--- config.mk ---
export PLATFORM = sky130hd
export DESIGN_NAME = ctrl_mc
export DESIGN_NICKNAME = d
export VERILOG_FILES = /design/src/rtl/ctrl_mc.sv
export SDC_FILE = /design/constraint.sdc
export NUM_CORES = 1
export LEC_CHECK = 0
export CORE_MARGIN = 5
export CORE_UTILIZATION = 30
export CTS_BUF_LIST = sky130_fd_sc_hd__clkbuf_8
export DETAILED_ROUTE_END_ITERATION = 6
export GPL_TIMING_DRIVEN = 0
export SYNTH_ARGS = -nofsm -noshare
export SYNTH_HDL_FRONTEND = slang
export SYNTH_SLANG_ARGS = --single-unit
--- constraint.sdc ---
create_clock -name clk -period 4.15 [get_ports clk]
set_input_delay 0.83 -clock clk [delete_from_list [all_inputs] [get_ports clk]]
set_output_delay 0.83 -clock clk [all_outputs]
set_load 0.05 [all_outputs]
--- src/rtl/ctrl_mc.sv ---
// ctrl_mc: multi-cycle control unit for the RV32I core.
// Decodes opcode/func3/func7 into datapath selects, ALU op and memory strobes, and runs a
// load FSM (RST, EXEC, LWAIT, LWB) that holds the PC for LOAD_LAT cycles before write-back.
// Optional feature macro: CTRL_MEM_HS_EN -- load completes on mem_ready, with the counter
// acting as a timeout that suppresses the write-back and flags illegal.
module ctrl_mc #(
    parameter int unsigned LOAD_LAT = 2,
    parameter int unsigned CNT_W    = 4
) (
    input  logic       clk,
    input  logic       rst,
    input  logic [4:0] opcode,
    input  logic [2:0] func3,
    input  logic [6:0] func7,
    input  logic       b,
    input  logic       mem_ready,
    output logic [2:0] imm_type,
    output logic       alu1_sel,
    output logic       alu2_sel,
    output logic [3:0] alu_op,
    output logic [1:0] rd_sel,
    output logic       reg_wr,
    output logic       mem_rd,
    output logic       mem_wr,
    output logic [1:0] pc_sel,
    output logic       stall,
    output logic       illegal
);

    localparam logic [4:0] OPC_OP     = 5'b01100;
    localparam logic [4:0] OPC_OP_IMM = 5'b00100;
    localparam logic [4:0] OPC_LOAD   = 5'b00000;
    localparam logic [4:0] OPC_STORE  = 5'b01000;
    localparam logic [4:0] OPC_BRANCH = 5'b11000;
    localparam logic [4:0] OPC_JAL    = 5'b11011;
    localparam logic [4:0] OPC_JALR   = 5'b11001;
    localparam logic [4:0] OPC_LUI    = 5'b01101;
    localparam logic [4:0] OPC_AUIPC  = 5'b00101;

    localparam logic [2:0] IMM_NONE = 3'b000;
    localparam logic [2:0] IMM_U    = 3'b001;
    localparam logic [2:0] IMM_J    = 3'b010;
    localparam logic [2:0] IMM_S    = 3'b011;
    localparam logic [2:0] IMM_I    = 3'b100;
    localparam logic [2:0] IMM_B    = 3'b101;

    localparam logic [3:0] ALU_ADD  = 4'd0;
    localparam logic [3:0] ALU_SUB  = 4'd1;
    localparam logic [3:0] ALU_SLT  = 4'd2;
    localparam logic [3:0] ALU_SLTU = 4'd3;
    localparam logic [3:0] ALU_XOR  = 4'd4;
    localparam logic [3:0] ALU_OR   = 4'd5;
    localparam logic [3:0] ALU_AND  = 4'd6;
    localparam logic [3:0] ALU_SLL  = 4'd7;
    localparam logic [3:0] ALU_SRL  = 4'd8;
    localparam logic [3:0] ALU_SRA  = 4'd9;

    localparam logic [1:0] RD_IMM = 2'b00;
    localparam logic [1:0] RD_PC4 = 2'b01;
    localparam logic [1:0] RD_ALU = 2'b10;
    localparam logic [1:0] RD_MEM = 2'b11;

    localparam logic [1:0] PC_ALU   = 2'b00;
    localparam logic [1:0] PC_PLUS4 = 2'b01;
    localparam logic [1:0] PC_HOLD  = 2'b10;

    localparam logic [CNT_W-1:0] CNT_LOAD = CNT_W'(LOAD_LAT - 1);
    localparam logic [CNT_W-1:0] CNT_ONE  = CNT_W'(1);

    typedef enum logic [1:0] {StRst, StExec, StLwait, StLwb} state_t;

    state_t           state_q, state_d;
    logic [CNT_W-1:0] cnt_q, cnt_d;

    logic       alt_f7;
    logic [3:0] arith_op;
    logic [2:0] dec_imm;
    logic       dec_alu1, dec_alu2;
    logic [3:0] dec_alu_op;
    logic [1:0] dec_rd, dec_pc;
    logic       dec_wr, dec_mem_wr, dec_illegal, dec_load;

`ifdef CTRL_MEM_HS_EN
    logic to_q, to_d;
`else
    logic unused_mem_ready;
    assign unused_mem_ready = mem_ready;
`endif

    assign alt_f7 = (func7 == 7'b0100000);

    // ALU op for OP/OP_IMM from func3; func7 picks SUB (OP only) and SRA
    always_comb begin
        arith_op = ALU_ADD;
        case (func3)
            3'b000: arith_op = (alt_f7 && opcode == OPC_OP) ? ALU_SUB : ALU_ADD;
            3'b001: arith_op = ALU_SLL;
            3'b010: arith_op = ALU_SLT;
            3'b011: arith_op = ALU_SLTU;
            3'b100: arith_op = ALU_XOR;
            3'b101: arith_op = alt_f7 ? ALU_SRA : ALU_SRL;
            3'b110: arith_op = ALU_OR;
            3'b111: arith_op = ALU_AND;
        endcase
    end

    // Single-cycle instruction decode, independent of FSM state
    always_comb begin
        dec_imm     = IMM_NONE;
        dec_alu1    = 1'b0;
        dec_alu2    = 1'b0;
        dec_alu_op  = ALU_ADD;
        dec_rd      = RD_ALU;
        dec_wr      = 1'b0;
        dec_mem_wr  = 1'b0;
        dec_pc      = PC_PLUS4;
        dec_illegal = 1'b0;
        dec_load    = 1'b0;
        case (opcode)
            OPC_OP: begin
                dec_alu_op = arith_op;
                dec_wr     = 1'b1;
            end
            OPC_OP_IMM: begin
                dec_imm    = IMM_I;
                dec_alu2   = 1'b1;
                dec_alu_op = arith_op;
                dec_wr     = 1'b1;
            end
            OPC_LUI: begin
                dec_imm  = IMM_U;
                dec_alu2 = 1'b1;
                dec_rd   = RD_IMM;
                dec_wr   = 1'b1;
            end
            OPC_AUIPC: begin
                dec_imm  = IMM_U;
                dec_alu1 = 1'b1;
                dec_alu2 = 1'b1;
                dec_wr   = 1'b1;
            end
            OPC_JAL: begin
                dec_imm  = IMM_J;
                dec_alu1 = 1'b1;
                dec_alu2 = 1'b1;
                dec_rd   = RD_PC4;
                dec_wr   = 1'b1;
                dec_pc   = PC_ALU;
            end
            OPC_JALR: begin
                dec_imm  = IMM_I;
                dec_alu2 = 1'b1;
                dec_rd   = RD_PC4;
                dec_wr   = 1'b1;
                dec_pc   = PC_ALU;
            end
            OPC_BRANCH: begin
                dec_imm  = IMM_B;
                dec_alu1 = 1'b1;
                dec_alu2 = 1'b1;
                dec_pc   = b ? PC_ALU : PC_PLUS4;
            end
            OPC_STORE: begin
                dec_imm    = IMM_S;
                dec_alu2   = 1'b1;
                dec_mem_wr = 1'b1;
            end
            OPC_LOAD: begin
                dec_imm  = IMM_I;
                dec_alu2 = 1'b1;
                dec_rd   = RD_MEM;
                dec_load = 1'b1;
            end
            default: begin
                dec_alu2    = 1'b1;
                dec_illegal = 1'b1;
            end
        endcase
    end

    // State and load counter; reset drops any pending write-back
    always_ff @(posedge clk or posedge rst) begin
        if (rst) begin
            state_q <= StRst;
            cnt_q   <= '0;
        end else begin
            state_q <= state_d;
            cnt_q   <= cnt_d;
        end
    end

`ifdef CTRL_MEM_HS_EN
    // Remembers that the load timed out so LWB suppresses the write
    always_ff @(posedge clk or posedge rst) begin
        if (rst) begin
            to_q <= 1'b0;
        end else begin
            to_q <= to_d;
        end
    end
`endif

    // Next state and outputs; outside EXEC the datapath is pinned to the load shape
    always_comb begin
        state_d  = state_q;
        cnt_d    = cnt_q;
`ifdef CTRL_MEM_HS_EN
        to_d     = to_q;
`endif
        imm_type = dec_imm;
        alu1_sel = dec_alu1;
        alu2_sel = dec_alu2;
        alu_op   = dec_alu_op;
        rd_sel   = dec_rd;
        reg_wr   = dec_wr;
        mem_rd   = 1'b0;
        mem_wr   = dec_mem_wr;
        pc_sel   = dec_pc;
        stall    = 1'b1;
        illegal  = dec_illegal;
        case (state_q)
            StRst: begin
                reg_wr  = 1'b0;
                mem_wr  = 1'b0;
                pc_sel  = PC_HOLD;
                state_d = StExec;
            end
            StExec: begin
                stall = 1'b0;
                if (dec_load) begin
                    mem_rd = 1'b1;
                    reg_wr = 1'b0;
                    pc_sel = PC_HOLD;
                    cnt_d  = CNT_LOAD;
`ifdef CTRL_MEM_HS_EN
                    if (mem_ready) begin
                        state_d = StLwb;
                    end else if (LOAD_LAT == 1) begin
                        state_d = StLwb;
                        to_d    = 1'b1;
                    end else begin
                        state_d = StLwait;
                    end
`else
                    state_d = (LOAD_LAT == 1) ? StLwb : StLwait;
`endif
                end
            end
            StLwait: begin
                imm_type = IMM_I;
                alu1_sel = 1'b0;
                alu2_sel = 1'b1;
                alu_op   = ALU_ADD;
                rd_sel   = RD_MEM;
                reg_wr   = 1'b0;
                mem_rd   = 1'b1;
                mem_wr   = 1'b0;
                pc_sel   = PC_HOLD;
                illegal  = 1'b0;
                cnt_d    = cnt_q - CNT_ONE;
`ifdef CTRL_MEM_HS_EN
                if (mem_ready) begin
                    state_d = StLwb;
                end else if (cnt_q == CNT_ONE) begin
                    state_d = StLwb;
                    to_d    = 1'b1;
                end
`else
                if (cnt_q == CNT_ONE) begin
                    state_d = StLwb;
                end
`endif
            end
            StLwb: begin
                imm_type = IMM_I;
                alu1_sel = 1'b0;
                alu2_sel = 1'b1;
                alu_op   = ALU_ADD;
                rd_sel   = RD_MEM;
                mem_wr   = 1'b0;
                pc_sel   = PC_PLUS4;
                cnt_d    = '0;
                state_d  = StExec;
`ifdef CTRL_MEM_HS_EN
                reg_wr   = ~to_q;
                illegal  = to_q;
                to_d     = 1'b0;
`else
                reg_wr   = 1'b1;
                illegal  = 1'b0;
`endif
            end
            default: begin
                state_d = StRst;
            end
        endcase
    end

endmodule

# ---- Word level (Yosys, flattened, before mapping)
# Cells that the tools add are included.
dict set report classes {
  add_sub_neg 1
  n_eq_ne 22
  mux 33
  reduce_logical 18
}
# cell count
set ops {}
lappend ops {{4-bit one-hot mux with 8 select lines} 1}
lappend ops {{2-bit one-hot mux with 3 select lines} 3}
lappend ops {{1-bit two-way mux} 16}
lappend ops {{5-bit by 4-bit equality test with 1-bit output (second input constant)} 3}
lappend ops {{5-bit equality test (second input constant)} 3}
lappend ops {{3-bit one-hot mux with 5 select lines} 1}
lappend ops {{3-bit equality test (second input constant)} 4}
lappend ops {{4-bit two-way mux} 3}
lappend ops {{4-bit one-hot mux with 3 select lines} 1}
lappend ops {{2-bit OR reduction} 6}
lappend ops {{5-bit by 3-bit equality test with 1-bit output (second input constant)} 2}
lappend ops {{3-bit OR reduction} 3}
lappend ops {{9-bit OR reduction} 1}
lappend ops {{2-bit two-way mux} 4}
lappend ops {{7-bit by 6-bit equality test with 1-bit output (second input constant)} 1}
lappend ops {{3-bit by 2-bit equality test with 1-bit output (second input constant)} 2}
lappend ops {{6-bit OR reduction} 1}
lappend ops {{5-bit logical NOT} 1}
lappend ops {{2-bit equality test (second input constant)} 2}
lappend ops {{4-bit by 1-bit equality test with 1-bit output (second input constant)} 1}
lappend ops {{2-bit != test (second input constant)} 2}
lappend ops {{1-bit one-hot mux with 2 select lines} 2}
lappend ops {{2-bit AND reduction} 2}
lappend ops {{4-bit by 1-bit subtractor with 4-bit output (second input constant)} 1}
lappend ops {{other kinds (8)} 8}
dict set report word_totals {
  register_bits 6
  output_inout_bits 18
}

# ---- Longest topological paths before layout
dict set report depth {
  word_depth 6
  ltp_mapped 6
  depth_no_buf 6
}

# ---- Worst setup path before layout
# No wires, ideal clock.
dict set report synth_timing {
  path_kind {input -> output}
  from {input port opcode[0]}
  to {output port imm_type[0]}
  t_arrival_ps 2745
  t_required_ps 3320
  path_slack_ps 575
  path_stages 5
  n_path_buf 1
  cell_sequence {clkbuf_1 > nand2_1 > nor2_1 > a21oi_1 > nor4_1}
}
dict set report synth_between {
  elab_chain_len 4
}
# item line_no
set synth_rtl {}
lappend synth_rtl {{start, declared} 12} ;# input logic [4:0] opcode,
lappend synth_rtl {{5-bit equality test (tied with other cells)} 119} ;# case (opcode)
lappend synth_rtl {{3-bit OR reduction (no source line) or 2-bit OR reduction (tied branches)} --}
lappend synth_rtl {{3-bit one-hot mux with 5 select lines (*)} 119}
lappend synth_rtl {{3-bit two-way mux (*)} 221} ;# case (state_q)
lappend synth_rtl {{end, declared} 17} ;# output logic [2:0] imm_type,
# Every way passes the cells marked *; elsewhere a longest branch is shown, timed or not.

# ---- Worst setup path in the final report
dict set report layout_timing {
  from {input port opcode[4]}
  to {output port alu_op[0]}
}
dict set report layout_between {
  elab_chain_len 6
}
# item line_no
set layout_rtl {}
lappend layout_rtl {{5-bit by 4-bit equality test with 1-bit output} {96, 119}}
lappend layout_rtl {{1-bit logical AND} 96} ;# 3'b000: arith_op = (alt_f7 && opcode == OPC_OP) ? ALU_SUB : ALU_ADD;
lappend layout_rtl {{1-bit two-way mux} 96}
lappend layout_rtl {{4-bit one-hot mux with 8 select lines} 95} ;# case (func3)
lappend layout_rtl {{4-bit two-way mux (*)} 119}
lappend layout_rtl {{4-bit two-way mux (*)} 221}
lappend layout_rtl {{end, declared} 20} ;# output logic [3:0] alu_op,
# Marked as above.

==> reports/qor.yml <==
clock_tree:
  post_cts_resized: 0
  hold_buffers: 0
  clk_latency_ps: 230
  clockRootBuffer: "sky130_fd_sc_hd__clkbuf_8"
  h-tree-depth: 1
  cts.clk_slew.worst_paths_ps: 40
  numCtsBuffers: 3
  maximum_clock_insertion_buffer_count: 2
  post_cts_setup_repair_buffer_count: 0
  tritoncts_clock_tree: "yes"
  clock_sinks: 6
drt:
  drt_iter0_markers: 24
  dr_total_vias: 922
  topmost_layer_with_routed_signal_wires: "met4"
  route.met2.wl_um: 997
  drt_wl_total_um: 2262
  drt_drc_violations_left: 0
  antenna_left: 0
  detailedRoute.firstPassIterationCount: 4
  routed_wire_length_per_instance_um: 12.93
  routed-wl-met3_um: 224
  route.layer.met1.wl_um: 997
  via_per_inst: 5.269
power_and_ir_drop:
  clock_power_share: 0.146
  vdd_drop_max_mv: 0.3816
  power_leakage_uw: 0.0004691
  total_switching_power_uw: 333.4
  internal_power_uw: 293.0
  power.switching_fraction: 0.5323
  share_seq_of_total_power: 0.138
  comb_power_share: 0.715
  p_per_area_nw_per_um2: 522.6
sta:
  totalNegativeSetupSlack_ps: 0
  highest_attainable_clock_frequency_mhz: 254.1
  finalCriticalPeriod_ps: 3936
  report.final.slew_viol_count: 0
  worst-slew-pin-transition_ps: 545.7
  hold_viol: 0
  fin_crit_sh: 0.9485
  final.hold.worst_slack_ps: 500.5
  rsz0062_at_grt: "false"
  timing.clock.skew_ps: 1.925
  setup-violations-final: 0
  slew_headroom: 0.6349
worst_setup_path:
  cp-end-kind: "output pin"
  critical-path-max-stage-delay_ps: 830
  cp.buffers_inverters: 2
  cp_slowest_cell: "sky130_fd_sc_hd__clkdlybuf4s50_1"
  cpMostUsedCell: "sky130_fd_sc_hd__clkdlybuf4s50_1"
  worst_ep_required_time_ps: 3320
  timing.setup.critical_path_class: "primary input to output pin"
  timing.critical_path.fanout_max: 3
  startpoint_type: "primary input"
  gate_family_responsible_for_the_most_delay_along_the_worst_path: "buffers and inverters"
  timing.critical_path.cells: "clkdlybuf4s50_1, nor4b_1, and3b_1, o211ai_1, a21oi_1, clkdlybuf4s50_1"
  timing.critical_path.arrival_ps: 3110
cells_and_area:
  mostFrequentLayoutCell: "sky130_fd_sc_hd__clkdlybuf4s50_1"
  final_area_um2: 1199
  num-fill-cells: 261
  final_nets: 173
  post_route_cells_drive_above_1_share: 0.07586
  finalNonFillerCells: 175
  footprint_of_the_multi_input_gates_um2: 578.1
  commonest_non_fill_non_tap_cells_in_the_layout: "sky130_fd_sc_hd__clkdlybuf4s50_1 (33), sky130_fd_sc_hd__nor2_1 (13), sky130_fd_sc_hd__nand2_1 (11)"
  area_overhead_vs_synth_pct: 51.82
  ff_latch_area_um2: 150.1
  n_antenna_cell: 0
synthesis:
  ys_top_cells_by_area: "sky130_fd_sc_hd__dfrtp_1 (19%), sky130_fd_sc_hd__ha_1 (11%), sky130_fd_sc_hd__nor2b_1 (6.3%)"
  seq_area_frac_synth: 0.1902
  post_synth_inst_count: 109
  ys_seq_elements: 6
  ys_warn_count: 0
  post_synth_num_cell_types: 34
  synth_area_leader_cell: "sky130_fd_sc_hd__dfrtp_1"
  syn-cell-area_um2: 789.5
  post-synth-top-area-fraction: 0.1902
  postSynthNetCount: 135
  syn-mean-instance-area_um2: 7.243
die:
  die_width_um: 61.30
  rows: 18
  dieHeight_um: 61.30
  ioPinCount: 37
  die_area_um2: 3758
  core_area_um2: 2500
  starting_utilization_of_the_core_area: 0.3158
placement:
  gp_congestion: 0.7898
  numPlacedInstances: 172
  portBuffers: 33
  dpl.hpwl_um: 1777
  postPlaceCellArea_um2: 1157
global_route:
  largest_net_degree_at_the_start_of_global_routing: 11
  globalRouteTotalUtil: 0.1345
  overflow: 0
  antenna_found_initial: 0
  first_global_vias: 918
  grt_first_pass_wirelength_um: 3795
worst_hold_path:
  hold_path_class: "flop to flop"
run_status:
  outcome: "complete, no violations"
job:
  cap_viol_max_count: 0
logic make-up after synthesis:
| kind of cell | synth area share |
|---|---|
| AO/OA/AOI/OAI | 0.1965 |
| XOR/XNOR | 0.02219 |
| adder cells (fa/ha/maj) | 0.1109 |
| buffers and inverters | 0.07766 |
| flip-flops | 0.1902 |
| multiplexers | 0.02852 |
| AND/OR/NAND/NOR | 0.3740 |
layer usage:
metal,vias up,track usage
li1,459,-
met1,418,0.1547
met2,39,0.2175
met3,6,0.04822
met4,0,0.07121
met5,-,0
synthesized netlist by cell type, drive strengths merged:
| cell type | instances |
|---|---|
| nor2 | 13 |
| nand2 | 11 |
| a21oi | 8 |
| inv | 8 |
| nor2b | 8 |
| ha | 7 |
| o21ai | 7 |
| dfrtp | 6 |
| nand3 | 5 |
| nor3 | 5 |
| buf | 3 |
| o211ai | 3 |
| a31oi | 2 |
| clkbuf | 2 |
| mux2 | 2 |
| nor4 | 2 |
| nor4b | 2 |
| o31ai | 2 |
| or3 | 2 |
| xnor2 | 2 |
| a21boi | 1 |
| a32oi | 1 |
| and2 | 1 |
| and3b | 1 |
| and4 | 1 |
| nand2b | 1 |
| nand4 | 1 |
| o311a | 1 |
| or4b | 1 |
power groups by stage:
stage	Combinational [µW]	Sequential (µW)	Clock, µW
after floorplan	313	83.4	0
after global placement	446	86.0	0
after detailed placement	449	86.9	0
after CTS	453	86.4	93.6
after global routing	484	89.4	95.7
final	448	86.7	91.7
final timing paths:
check                                       startpoint                endpoint  slack, ps  depth (start not counted)
worst max-delay path                         opcode[4]               alu_op[0]        210                          6
worst min-delay path              cnt_q[2]$_DFFE_PP0P_    cnt_q[2]$_DFFE_PP0P_        500                          1
worst max register to register  state_q[0]$_DFFE_PP0P_    cnt_q[3]$_DFFE_PP0P_       2430                          6
worst min register to register    cnt_q[2]$_DFFE_PP0P_    cnt_q[2]$_DFFE_PP0P_        500                          1
max in group asynchronous                          rst    cnt_q[2]$_DFFE_PP0P_       3120                          2
min in group asynchronous                          rst  state_q[0]$_DFFE_PP0P_        830                          2
sequential cells by signal, indices dropped and copies added, names as in the netlist:
name,count
cnt_q,4
state_q,2
layout make-up:
type	instances	share of cell area
Clock buffer	3	0.03445
Multi-Input combinational cell	90	0.4823
Inverter	8	0.02505
Buffer	5	0.02610
Tap cell	30	0.03132
Timing Repair Buffer	33	0.2756
Sequential cell	6	0.1253
per-stage QoR:
stage / setup slack [ps] / total power [µW] / util
after floorplan: 575.2 / 396.3 / -
after global placement: 248.8 / 532.2 / 0.4630
after detailed placement: 204.2 / 536.4 / 0.4630
after CTS: 204.7 / 632.8 / 0.4795
after global routing: 67.18 / 668.8 / 0.4795
final: 213.9 / 626.4 / 0.4795
Note: power is estimated with default switching activity, not from simulation.
